$ cat src/rtl/pwm_cap_core.sv
// pwm_cap_core: measures period and high time of an external PWM input in prescaled ticks
module pwm_cap_core #(
    parameter int CNT_WIDTH   = 32,
    parameter int SYNC_STAGES = 2
) (
    input  logic                 clk_i,
    input  logic                 rst_n_i,
    input  logic                 en_i,
    input  logic [CNT_WIDTH-1:0] pscr_i,
    input  logic                 pwm_i,
    input  logic                 clr_i,
    output logic                 res_valid_o,
    input  logic                 res_ready_i,
    output logic [CNT_WIDTH-1:0] period_o,
    output logic [CNT_WIDTH-1:0] high_o,
    output logic                 res_ovf_o,
    output logic                 overrun_o,
    output logic                 busy_o
);
    localparam logic [1:0] IDLE      = 2'd0;
    localparam logic [1:0] WAIT_RISE = 2'd1;
    localparam logic [1:0] MEAS_HIGH = 2'd2;
    localparam logic [1:0] MEAS_LOW  = 2'd3;
    localparam logic [CNT_WIDTH-1:0] CNT_MAX = '1;
    localparam logic [CNT_WIDTH-1:0] CNT_ONE = CNT_WIDTH'(1);

    logic [SYNC_STAGES-1:0] sync_q, sync_d;
    logic [SYNC_STAGES:0]   sync_ext;
    logic                   s_d_q;
    logic [1:0]             state_q, state_d;
    logic [CNT_WIDTH-1:0]   pre_cnt_q, pre_cnt_d, per_cnt_q, per_cnt_d, high_cnt_q, high_cnt_d;
    logic [CNT_WIDTH-1:0]   period_q, period_d, high_q, high_d;
    logic                   ovf_q, ovf_d, valid_q, valid_d, res_ovf_q, res_ovf_d, overrun_q, overrun_d;
    logic                   s, rise, fall, active, tick, high_inc, per_sat, high_sat;
    logic                   publish, drop, load;

    assign sync_ext = {sync_q, pwm_i};
    assign sync_d   = sync_ext[SYNC_STAGES-1:0];
    assign s        = sync_q[SYNC_STAGES-1];
    assign rise     = s & ~s_d_q;
    assign fall     = ~s & s_d_q;
    assign active   = en_i && state_q != IDLE;
    assign tick     = active && !rise && pre_cnt_q == pscr_i;
    assign high_inc = tick && state_q == MEAS_HIGH && !fall;
    assign per_sat  = per_cnt_q == CNT_MAX;
    assign high_sat = high_cnt_q == CNT_MAX;
    assign publish  = en_i && state_q == MEAS_LOW && rise;
    assign drop     = publish && valid_q && !res_ready_i;
    assign load     = publish && !drop;

    // Prescaler, measurement counters, overflow tracking and result/flag next-state
    always_comb begin
        pre_cnt_d  = (!active || rise || tick) ? '0 : pre_cnt_q + CNT_ONE;
        per_cnt_d  = !active ? '0 : rise ? CNT_ONE : (tick && !per_sat) ? per_cnt_q + CNT_ONE : per_cnt_q;
        high_cnt_d = !active ? '0 : rise ? CNT_ONE : (high_inc && !high_sat) ? high_cnt_q + CNT_ONE : high_cnt_q;
        ovf_d      = (!active || rise) ? 1'b0 : ovf_q | (tick && per_sat) | (high_inc && high_sat);
        valid_d    = load | (valid_q & ~res_ready_i);
        period_d   = load ? per_cnt_q : period_q;
        high_d     = load ? high_cnt_q : high_q;
        res_ovf_d  = load ? ovf_q : res_ovf_q;
        overrun_d  = drop | (overrun_q & ~clr_i);
    end

    // Capture FSM; dropping enable always returns to IDLE
    always_comb begin
        state_d = state_q;
        case (state_q)
            IDLE:      state_d = WAIT_RISE;
            WAIT_RISE: if (rise) state_d = MEAS_HIGH;
            MEAS_HIGH: if (fall) state_d = MEAS_LOW;
            default:   if (rise) state_d = MEAS_HIGH;
        endcase
        if (!en_i) state_d = IDLE;
    end

    // State registers with asynchronous active-low reset
    always_ff @(posedge clk_i or negedge rst_n_i) begin
        if (!rst_n_i) begin
            sync_q     <= '0;
            s_d_q      <= 1'b0;
            state_q    <= IDLE;
            pre_cnt_q  <= '0;
            per_cnt_q  <= '0;
            high_cnt_q <= '0;
            ovf_q      <= 1'b0;
            valid_q    <= 1'b0;
            period_q   <= '0;
            high_q     <= '0;
            res_ovf_q  <= 1'b0;
            overrun_q  <= 1'b0;
        end else begin
            sync_q     <= sync_d;
            s_d_q      <= s;
            state_q    <= state_d;
            pre_cnt_q  <= pre_cnt_d;
            per_cnt_q  <= per_cnt_d;
            high_cnt_q <= high_cnt_d;
            ovf_q      <= ovf_d;
            valid_q    <= valid_d;
            period_q   <= period_d;
            high_q     <= high_d;
            res_ovf_q  <= res_ovf_d;
            overrun_q  <= overrun_d;
        end
    end

    assign res_valid_o = valid_q;
    assign period_o    = period_q;
    assign high_o      = high_q;
    assign res_ovf_o   = res_ovf_q;
    assign overrun_o   = overrun_q;
    assign busy_o      = state_q != IDLE;
endmodule
$ cat config.mk
export PLATFORM = sky130hd
export DESIGN_NAME = pwm_cap_core
export DESIGN_NICKNAME = d
export VERILOG_FILES = /design/src/rtl/pwm_cap_core.sv
export SDC_FILE = /design/constraint.sdc
export NUM_CORES = 1
export LEC_CHECK = 0
export ABC_AREA = 1
export CAP_MARGIN = 25
export CORE_MARGIN = 5
export CORE_UTILIZATION = 55
export CTS_CLUSTER_DIAMETER = 80
export DETAILED_ROUTE_END_ITERATION = 6
export GPL_TIMING_DRIVEN = 1
export HOLD_SLACK_MARGIN = 0.08
export PLACE_DENSITY = 0.78
export SYNTH_ARGS = -nofsm -noshare
export SYNTH_HDL_FRONTEND = slang
export SYNTH_SLANG_ARGS = --single-unit
$ cat constraint.sdc
create_clock -name clk_i -period 2.4 [get_ports clk_i]
set_clock_uncertainty 0.15 [all_clocks]
set_input_delay 0.36 -clock clk_i [delete_from_list [all_inputs] [get_ports clk_i]]
set_output_delay 0.36 -clock clk_i [all_outputs]
set_load 0.1 [all_outputs]
# Word-level counts from Yosys, hierarchy flattened

Index checks and enable logic that the tools add are counted.

Flip-flop bits (word level): 169
Logic and storage cells: 74
Input port bits: 38
Output and inout bits: 68

$add $sub $neg: 3
Bitwise operators: 12
Equality and inequality tests: 9
Multiplexer cells: 12
Reductions and logical operators: 26

Operator list:

| operator                                                                 | number |
|---|---|
| 32-bit 2-to-1 mux                                                        | 7 |
| 32-bit by 1-bit adder with 32-bit output (second input constant)         | 3 |
| 32-bit equality test (second input constant)                             | 2 |
| 32-bit equality test                                                     | 1 |
| 1-bit logical AND                                                        | 14 |
| 1-bit logical NOT                                                        | 7 |
| 2-bit 2-to-1 mux                                                         | 3 |
| 3-bit by 2-bit inequality test with 1-bit output (second input constant) | 2 |
| 1-bit AND                                                                | 4 |
| 2-bit equality test (second input constant)                              | 2 |
| 4-bit by 1-bit inequality test with 1-bit output (second input constant) | 1 |
| 1-bit NOT                                                                | 4 |
| 1-bit bitwise OR                                                         | 4 |
| 2-bit one-hot mux with 2 select lines                                    | 1 |
| 3-bit inequality test (second input constant)                            | 1 |
| 2-bit logical NOT                                                        | 1 |
| 1-bit logical OR                                                         | 2 |
| 2-bit AND reduction                                                      | 1 |
| 2-bit nonzero test                                                       | 1 |
| 1-bit 2-to-1 mux                                                         | 1 |

# Depth between registers and ports, before layout

Gate-level depths: netlist (run 1).

Depth in word-level cells: 11
Mapped depth: 14
Gate-level depth less buffers: 13

# Worst setup path before layout (run 1)

No wires, ideal clock.

Path kind: reg2reg
Start: register state_q[0]
End: register pre_cnt_q[27]
Path buffers: 1
Slack: -0.049 ns
Stages on the path, launching flop included: 11
Period minus slack after synthesis: 2.449 ns
Library setup time: 0.072 ns
Data required time: 2.178 ns
Data arrival time: 2.227 ns
Cells stage by stage: dfrtp_1 inv_1 nand2_1 nand2_1 inv_2 nand2_2 inv_2 nand2_1 buf_2 o21bai_1 nor2_1

Cells in the longest elaborated chain, start to end: 6
Elaborated cells on any way between the ends: 8
Those cells by class: 1 x mux; 7 x reduce/logical

Ends and longest elaborated chain:

| item                                                   | line   | text |
|---|---|---|
| from (decl)                                            | 30     | `logic [1:0] state_q, state_d;` |
| from (signal assigned)                                 | 94     | `state_q <= state_d;` |
| 2-bit nonzero test (*)                                 | -      |  |
| named net busy_o                                       | 18     | `output logic busy_o` |
| 1-bit logical AND (*)                                  | 42     | `assign active = en_i && state_q != IDLE;` |
| 1-bit logical NOT or 1-bit logical AND (tied branches) | 53, 43 |  |
| 1-bit logical OR or 1-bit logical AND (tied branches)  | 53, 43 |  |
| 1-bit logical OR (*)                                   | 53     | `pre_cnt_d = (!active \|\| rise \|\| tick) ? '0 : pre_cnt_q + CNT_ONE;` |
| 32-bit 2-to-1 mux (*)                                  | 53     |  |
| named net pre_cnt_d[27]                                | 31     | `logic [CNT_WIDTH-1:0] pre_cnt_q, pre_cnt_d, per_cnt_q, per_cnt_d, high_cnt_q, high_cnt_d;` |
| to (signal assigned)                                   | 95     | `pre_cnt_q <= pre_cnt_d;` |
| to (decl)                                              | 31     |  |

The timed path passes the listed nets; every way through them passes the cells marked *.
A chain may end at the register's enable or synchronous reset.

# Final worst setup path (run 1)

Start: register high_cnt_q[0]
End: register high_cnt_q[9]

Cells in the longest elaborated chain, start to end: 4
Elaborated cells on any way between the ends: 8
Those cells by class: 1 x add/sub; 2 x eq/ne; 3 x mux; 2 x reduce/logical

Ends and longest elaborated chain:

| item                                                                                  | line   | text |
|---|---|---|
| from (decl)                                                                           | 31     |  |
| from (signal assigned)                                                                | 97     | `high_cnt_q <= high_cnt_d;` |
| 32-bit by 1-bit adder with 32-bit output or 32-bit equality test (tied branches)      | 55, 46 |  |
| 32-bit 2-to-1 mux or 1-bit logical NOT (tied branches)                                | 55     | `high_cnt_d = !active ? '0 : rise ? CNT_ONE : (high_inc && !high_sat) ? high_cnt_q + CNT_ONE : high_cnt_q;` |
| 32-bit 2-to-1 mux or 1-bit logical AND (tied branches)                                | 55     |  |
| 32-bit 2-to-1 mux or 3-bit by 2-bit inequality test with 1-bit output (tied branches) | -      |  |

Parallel ways exist; a longest one is shown, timed or not. The select of a mux whose other input is x is not followed.

==> metrics.yaml, run 1 <==
ys_seq_elements: 169
cts_buffer_depth: 2
insertion_delay_ns: 0.44
post-route-period-util_pct: 93.45
cts.sinks: 169
grt_usage_pct: 25.20
synth_cell_types: 44
clk_pin_slew_ns: 0.06
syn_nets: 1270
pwr-share-comb_pct: 8.3
worst_slew_margin_rel_pct: 66.02
finalWirelength_um: 24320
final_area_mm2: 0.01142
drt_iter0_drc: 676
hold_end: "sync_q[1]$_DFF_PN0_"
whs_ns: 0.2032
p_sw_w: 0.001535
critPathLaunchType: "flop"
synthCells: 1229
final_cell_mix: "nand2_1, dfrtp_1, inv_1"
path_max_fanout: 11
synthFlopType: "dfrtp_1"
firstDrtPassIters: 6
antenna_left: 0
placed_area_mm2: 0.01084
dieHeight_um: 141.5
drive_above_1_share_pct: 14.26
antenna_found_initial: 0
crit_path_start: "high_cnt_q[0]$_DFFE_PN0P_"
viasPerCell: 5.421
r2r_start: "high_cnt_q[0]$_DFFE_PN0P_"
drc: 0
synth_edf_count: 0
path_class: "reg -> reg"
ff2ff_setup_slack_ns: 0.16
slew_violations: 0
yosysSeqAreaShare_pct: 44.45
diodes: 0
crit_required_ns: 2.58
rsz0062_at_grt: "no"
cts_tree: "done"
timing.fmax_mhz: 445.9
dp_slack_ns: -0.03013
final-hold-violation-count: 0
power_frac_seq_pct: 47.7
synth_area_mm2: 0.009514
power.density_mw_per_mm2: 528.6
grt-ovfl-total: 0
min_path_cells: 0
nFillCells: 1462
nets: 1381
hp-start: "sync_q[0]$_DFF_PN0_"
hold_path_class: "reg -> reg"
htree_num_levels: 4
vias: 8555
worstPathArrival_ns: 2.42
yosysWarnings: 0
grt_pass1_wl_um: 41080
worst_pin_slew_ns: 0.5058
ir_drop_v: 0.0004929
core.rowCount: 48
setup_tns_ns: 0
internal_power_w: 0.004503
gp_congestion: 0.9578
post_cts_buffers: 0
endpoint_kind: "flop"
first_global_vias: 8279
cap_violations: 0
grt_max_degree: 68
die_area_mm2: 0.02003
avgSynthCellArea_um2: 7.741
core_area_mm2: 0.01712
io_buffers: 105
area_growth_pct: 20.07
setup_viol: 0
cts_root_buffer: "clkbuf_16"
clock_power_share_pct: 44.0
final_common_cell: "nand2_1"
reg2reg_depth: 10
post_drt_wl_per_cell_um: 15.41
synth_async_sr_flop_share_pct: 100.0
num_io_pins: 106
swShare_pct: 25.42
outcome: "complete, no violations"
cts_buffers: 17
period_needed_ns: 2.243
start_util_pct: 55.58
setup_slack_ns: 0.1572
power.leakage_nw: 5.023
die_w_um: 141.5
hpwlAfterDp_um: 17700
reg2reg_to: "high_cnt_q[9]$_DFFE_PN0P_"
-- cell type report --
class	count	area [um2]	area share (%)
clock buffers	19	442.9	3.877
clock inverters	13	120.1	1.051
inverters	134	503.0	4.403
multi-input cells	878	4537	39.72
flip-flops and latches	169	4229	37.02
well taps	225	281.5	2.464
repair buffers	140	1310	11.47
-- synth_stat cells, types with 10 or more instances --
master,instances,area (um2)
nand3b_1,13,97.59
nand2_1,326,1224
nand4_1,25,156.4
o21ai_1,13,65.06
nand3_1,85,425.4
nand2_2,11,68.82
xnor2_1,27,236.5
inv_1,129,484.2
clkbuf_1,26,97.59
xor2_1,57,499.2
nor2_1,111,416.7
o21ai_0,64,320.3
nor3_1,74,370.4
dfrtp_1,169,4229
o21ai_2,10,87.58
-- cell families (layout without fill, tap and decap cells) --
group | Yosys count | count (layout) | synth area share, %
simple gates | 677 | 677 | 32.13
buf+inv | 182 | 306 | 8.140
flops | 169 | 169 | 44.45
compound gates | 105 | 105 | 6.089
xor+xnor | 84 | 84 | 7.733
mux | 9 | 9 | 1.065
fa+ha+maj | 3 | 3 | 0.3946
-- worst max-delay path: stages (launching register included) --
cell and delay (ns):
dfrtp_1 0.37, ha_1 0.25, nand3_2 0.15, nor2_4 0.14
nand3_2 0.10, nor3_4 0.28, nand4_4 0.18, nand3_4 0.17
nand2_2 0.18, nand2_1 0.11, nand2_1 0.05
-- registers in the layout (all words and copies together), names as in the netlist, 2 cells and up --
signal	flops
sync_q	2
high_o	32
high_cnt_q	32
state_q	2
per_cnt_q	32
pre_cnt_q	32
period_o	32
-- metrics by stage --
stage                     std cells  total power (W)  util [%]
after floorplan                1229         0.003190         -
after global placement         1545         0.003427     63.34
after detailed placement       1545         0.003432     63.34
after CTS                      1578         0.006074     66.69
after global routing           1578         0.006259     66.74
final                          1578         0.006039     66.74
-- power groups by stage --
stage          clock network (W)  registers [W]  logic, W
6_report                 0.00266        0.00288  0.000499
5_1_grt                  0.00284        0.00288  0.000545
4_1_cts                  0.00269        0.00288  0.000504
3_5_place_dp                   0        0.00293  0.000500
3_3_place_gp                   0        0.00293  0.000495
2_1_floorplan                  0        0.00295  0.000235
-- how the worst max path moves through the flow --
stage | to | slack [ns] | cells after the start
floorplan | high_o[26]$_DFFE_PN0P_ | 0.18 | 4
global placement | per_cnt_q[2]$_DFFE_PN0P_ | 0.03 | 13
detailed placement | per_cnt_q[5]$_DFFE_PN0P_ | -0.03 | 13
CTS | high_cnt_q[9]$_DFFE_PN0P_ | 0.15 | 10
global route | high_cnt_q[29]$_DFFE_PN0P_ | 0.03 | 10
finish | high_cnt_q[9]$_DFFE_PN0P_ | 0.16 | 10
-- timing repair --
action                     CTS  global route
hold endpoints to repair    46             0
resized for setup            0             1
setup endpoints to repair    0             6
hold buffers                 1             0
-- layer usage --
metal	vias up	routed length (um)	track usage (%)	share of wire, %
met2	307	11100	39.42	46
met1	4048	11170	36.30	46
met3	36	1566	3.910	6.4
li1	4164	-	-	-
met4	0	488	7.929	2.0
met5	-	0	0	0
Note: power is estimated with default switching activity, not from simulation.
==> inputs of run 2 (changes only) <==
--- a/config.mk
+++ b/config.mk
@@ -7,7 +7,6 @@
 export LEC_CHECK = 0
 export ABC_AREA = 1
 export CAP_MARGIN = 25
-export CORE_MARGIN = 5
 export CORE_UTILIZATION = 55
 export CTS_CLUSTER_DIAMETER = 80
 export DETAILED_ROUTE_END_ITERATION = 6
==> run 2 against run 1 <==
Register-to-register slack about the same. Maximum frequency down 0.15%. Hold slack better by 0.017 ns. Die area is 11% lower. Worst setup slack worse by 0.0033 ns. Sequential power is essentially flat. Sequential share of layout area barely moved. Non-clock buffer count decreased by 1. Core utilization is 1.5 points higher. Combinational power shrank 3%. Final cell count is 0.38% lower. Total power increased by 3.2%. Critical path type unchanged.
==> metrics.yaml, run 2 (synthesized netlist as in run 1, its figures left out) <==
period_needed_ns: 2.246  # +0.003319 ns
hold_path_class: "in -> reg"
grt_pass1_wl_um: 40430  # -1.6%
worst_slew_margin_rel_pct: 63.35  # -2.7 points
core.rowCount: 47  # -2.1%
worstPathArrival_ns: 2.41  # about the same
rsz0062_at_grt: "no"
final_cell_mix: "nand2_1, dfrtp_1, inv_1"
die_w_um: 133.5  # -5.7%
path_max_fanout: 11  # unchanged
gr-usage-met3_pct: 3.577  # -0.33 points
io_buffers: 105  # unchanged
final_core_util_pct: 68.21  # +1.5 points
nFillCells: 1444  # -1.2%
drive_above_1_share_pct: 14.35  # +0.085 points
final-hold-violation-count: 0  # unchanged
post_drt_wl_per_cell_um: 15.31  # -0.63%
setup_tns_ns: 0  # unchanged
antenna_left: 0  # unchanged
met2_usage_pct: 44.79  # +5.4 points
setup_viol: 0  # unchanged
finalWirelength_um: 24070  # -1.0%
insertion_delay_ns: 0.43  # about the same
slew_violations: 0  # unchanged
ir_drop_v: 0.0004831  # -2.0%
cp_slowest_stage_delay_ns: 0.43  # +0.06 ns
cap_violations: 0  # unchanged
core_area_mm2: 0.01676  # -2.1%
path_class: "reg -> reg"
cts_root_buffer: "clkbuf_16"
power.density_mw_per_mm2: 545.1  # +3.1%
cts.sinks: 169  # unchanged
ff2ff_setup_slack_ns: 0.15  # about the same
grt-ovfl-total: 0  # unchanged
dieHeight_um: 133.5  # -5.7%
multiInputGateArea_mm2: 0.004539  # about the same
drc: 0  # unchanged
grt_max_degree: 46  # -32%
antenna_found_initial: 0  # unchanged
htree_num_levels: 4  # unchanged
crit_chain: "ha_2 > nand3_2 > nor2_4 > nand3_2 > nor3_4 > nand4_4 > nand3_4 > nand2_2 > nand2_1 > nand2_1"
power.leakage_nw: 5.018  # about the same
nets: 1380  # -0.072%
post-route-period-util_pct: 93.59  # +0.14 points
timing.fmax_mhz: 445.2  # -0.15%
firstDrtPassIters: 6  # unchanged
seq_area_mm2: 0.004229  # unchanged
post_cts_buffers: 0  # unchanged
cts_buffers: 17  # unchanged
num_io_pins: 106  # unchanged
vias: 8545  # -0.12%
worst_pin_slew_ns: 0.5448  # +0.03896 ns
hpwlAfterDp_um: 17910  # +1.2%
gp_congestion: 0.9622  # +0.46%
whs_ns: 0.2206  # +0.01735 ns
start_util_pct: 56.77  # +1.2 points
cts_buffer_depth: 2  # unchanged
diodes: 0  # unchanged
endpoint_kind: "flop"
total_power_w: 0.006232  # +3.2%
clk_pin_slew_ns: 0.06  # about the same
final_common_cell: "nand2_1"
area_growth_pct: 20.16  # about the same
critPathLaunchType: "flop"
grt_usage_pct: 28.42  # +3.2 points
first_global_vias: 8136  # -1.7%
cts_tree: "done"
viasPerCell: 5.436  # +0.26%
crit_required_ns: 2.57  # about the same
drt_iter0_drc: 775  # +15%
die_area_mm2: 0.01783  # -11%
slowest_stage: "dfrtp_1"
top_usage_layer: "met2"
met1_usage_pct: 40.80  # +4.5 points
outcome: "complete, no violations"
-- run 2: cell count changes in the layout (fill, tap and decap cells not counted), moves of 2 or more --
| cell | change |
|---|---|
| inv_6 | -2 |
| clkinv_2 | -2 |
| buf_4 | +2 |
| bufinv_16 | +2 |
| buf_12 | -3 |
| clkinvlp_4 | +2 |
-- run 2: cell type report --
cell class              count  share of cell area [%]
clock buffers              19                   3.962
clock inverters            13                   1.467
inverters                 134                   4.400
multi-input cells         878                   39.71
flip-flops and latches    169                   36.99
well taps                 220                   2.408
repair buffers            139                   11.06
-- run 2: critical path, delay by kind of cell, from the launching register on --
kind,cells,cell delay [ns]
simple gates,9,1.31
flops,1,0.43
fa+ha+maj,1,0.25
-- run 2: repair_timing --
action,4_1_cts,5_1_grt
hold endpoints to repair,40,0
endpoints found under the setup margin,0,12
gates resized for setup,0,2
hold buffers,1,0
-- run 2: per-stage QoR --
step / area [um2] / std cells / setup WS, ns
floorplan: 9517 / 1229 / 0.1787
global placement: 10790 / 1539 / 0.06899
detailed placement: 10790 / 1539 / 0.02299
CTS: 11420 / 1572 / 0.1311
global route: 11430 / 1572 / 0.008332
finish: 11430 / 1572 / 0.1538
-- run 2: final timing paths --
check	from	endpoint	depth (start not counted)
min	pwm_i	sync_q[0]$_DFF_PN0_	1
min reg2reg	sync_q[0]$_DFF_PN0_	sync_q[1]$_DFF_PN0_	0
min in group asynchronous	rst_n_i	pre_cnt_q[0]$_DFF_PN0_	2
max	high_cnt_q[1]$_DFFE_PN0P_	high_cnt_q[13]$_DFFE_PN0P_	10
max in group asynchronous	rst_n_i	high_o[2]$_DFFE_PN0P_	3
max reg2reg	high_cnt_q[1]$_DFFE_PN0P_	high_cnt_q[13]$_DFFE_PN0P_	10
-- run 2: metal layers --
layer / vias up / share of wire, %
li1: 4170 / -
met1: 4009 / 46
met2: 326 / 46
met3: 40 / 5.7
met4: 0 / 1.8
met5: - / 0
-- run 2: report_power, final --
part	internal, W	switching, W
Sequential	0.00287	0.0000143
Combinational	0.000161	0.000322
Clock	0.00170	0.00117
Total	0.00473	0.00150
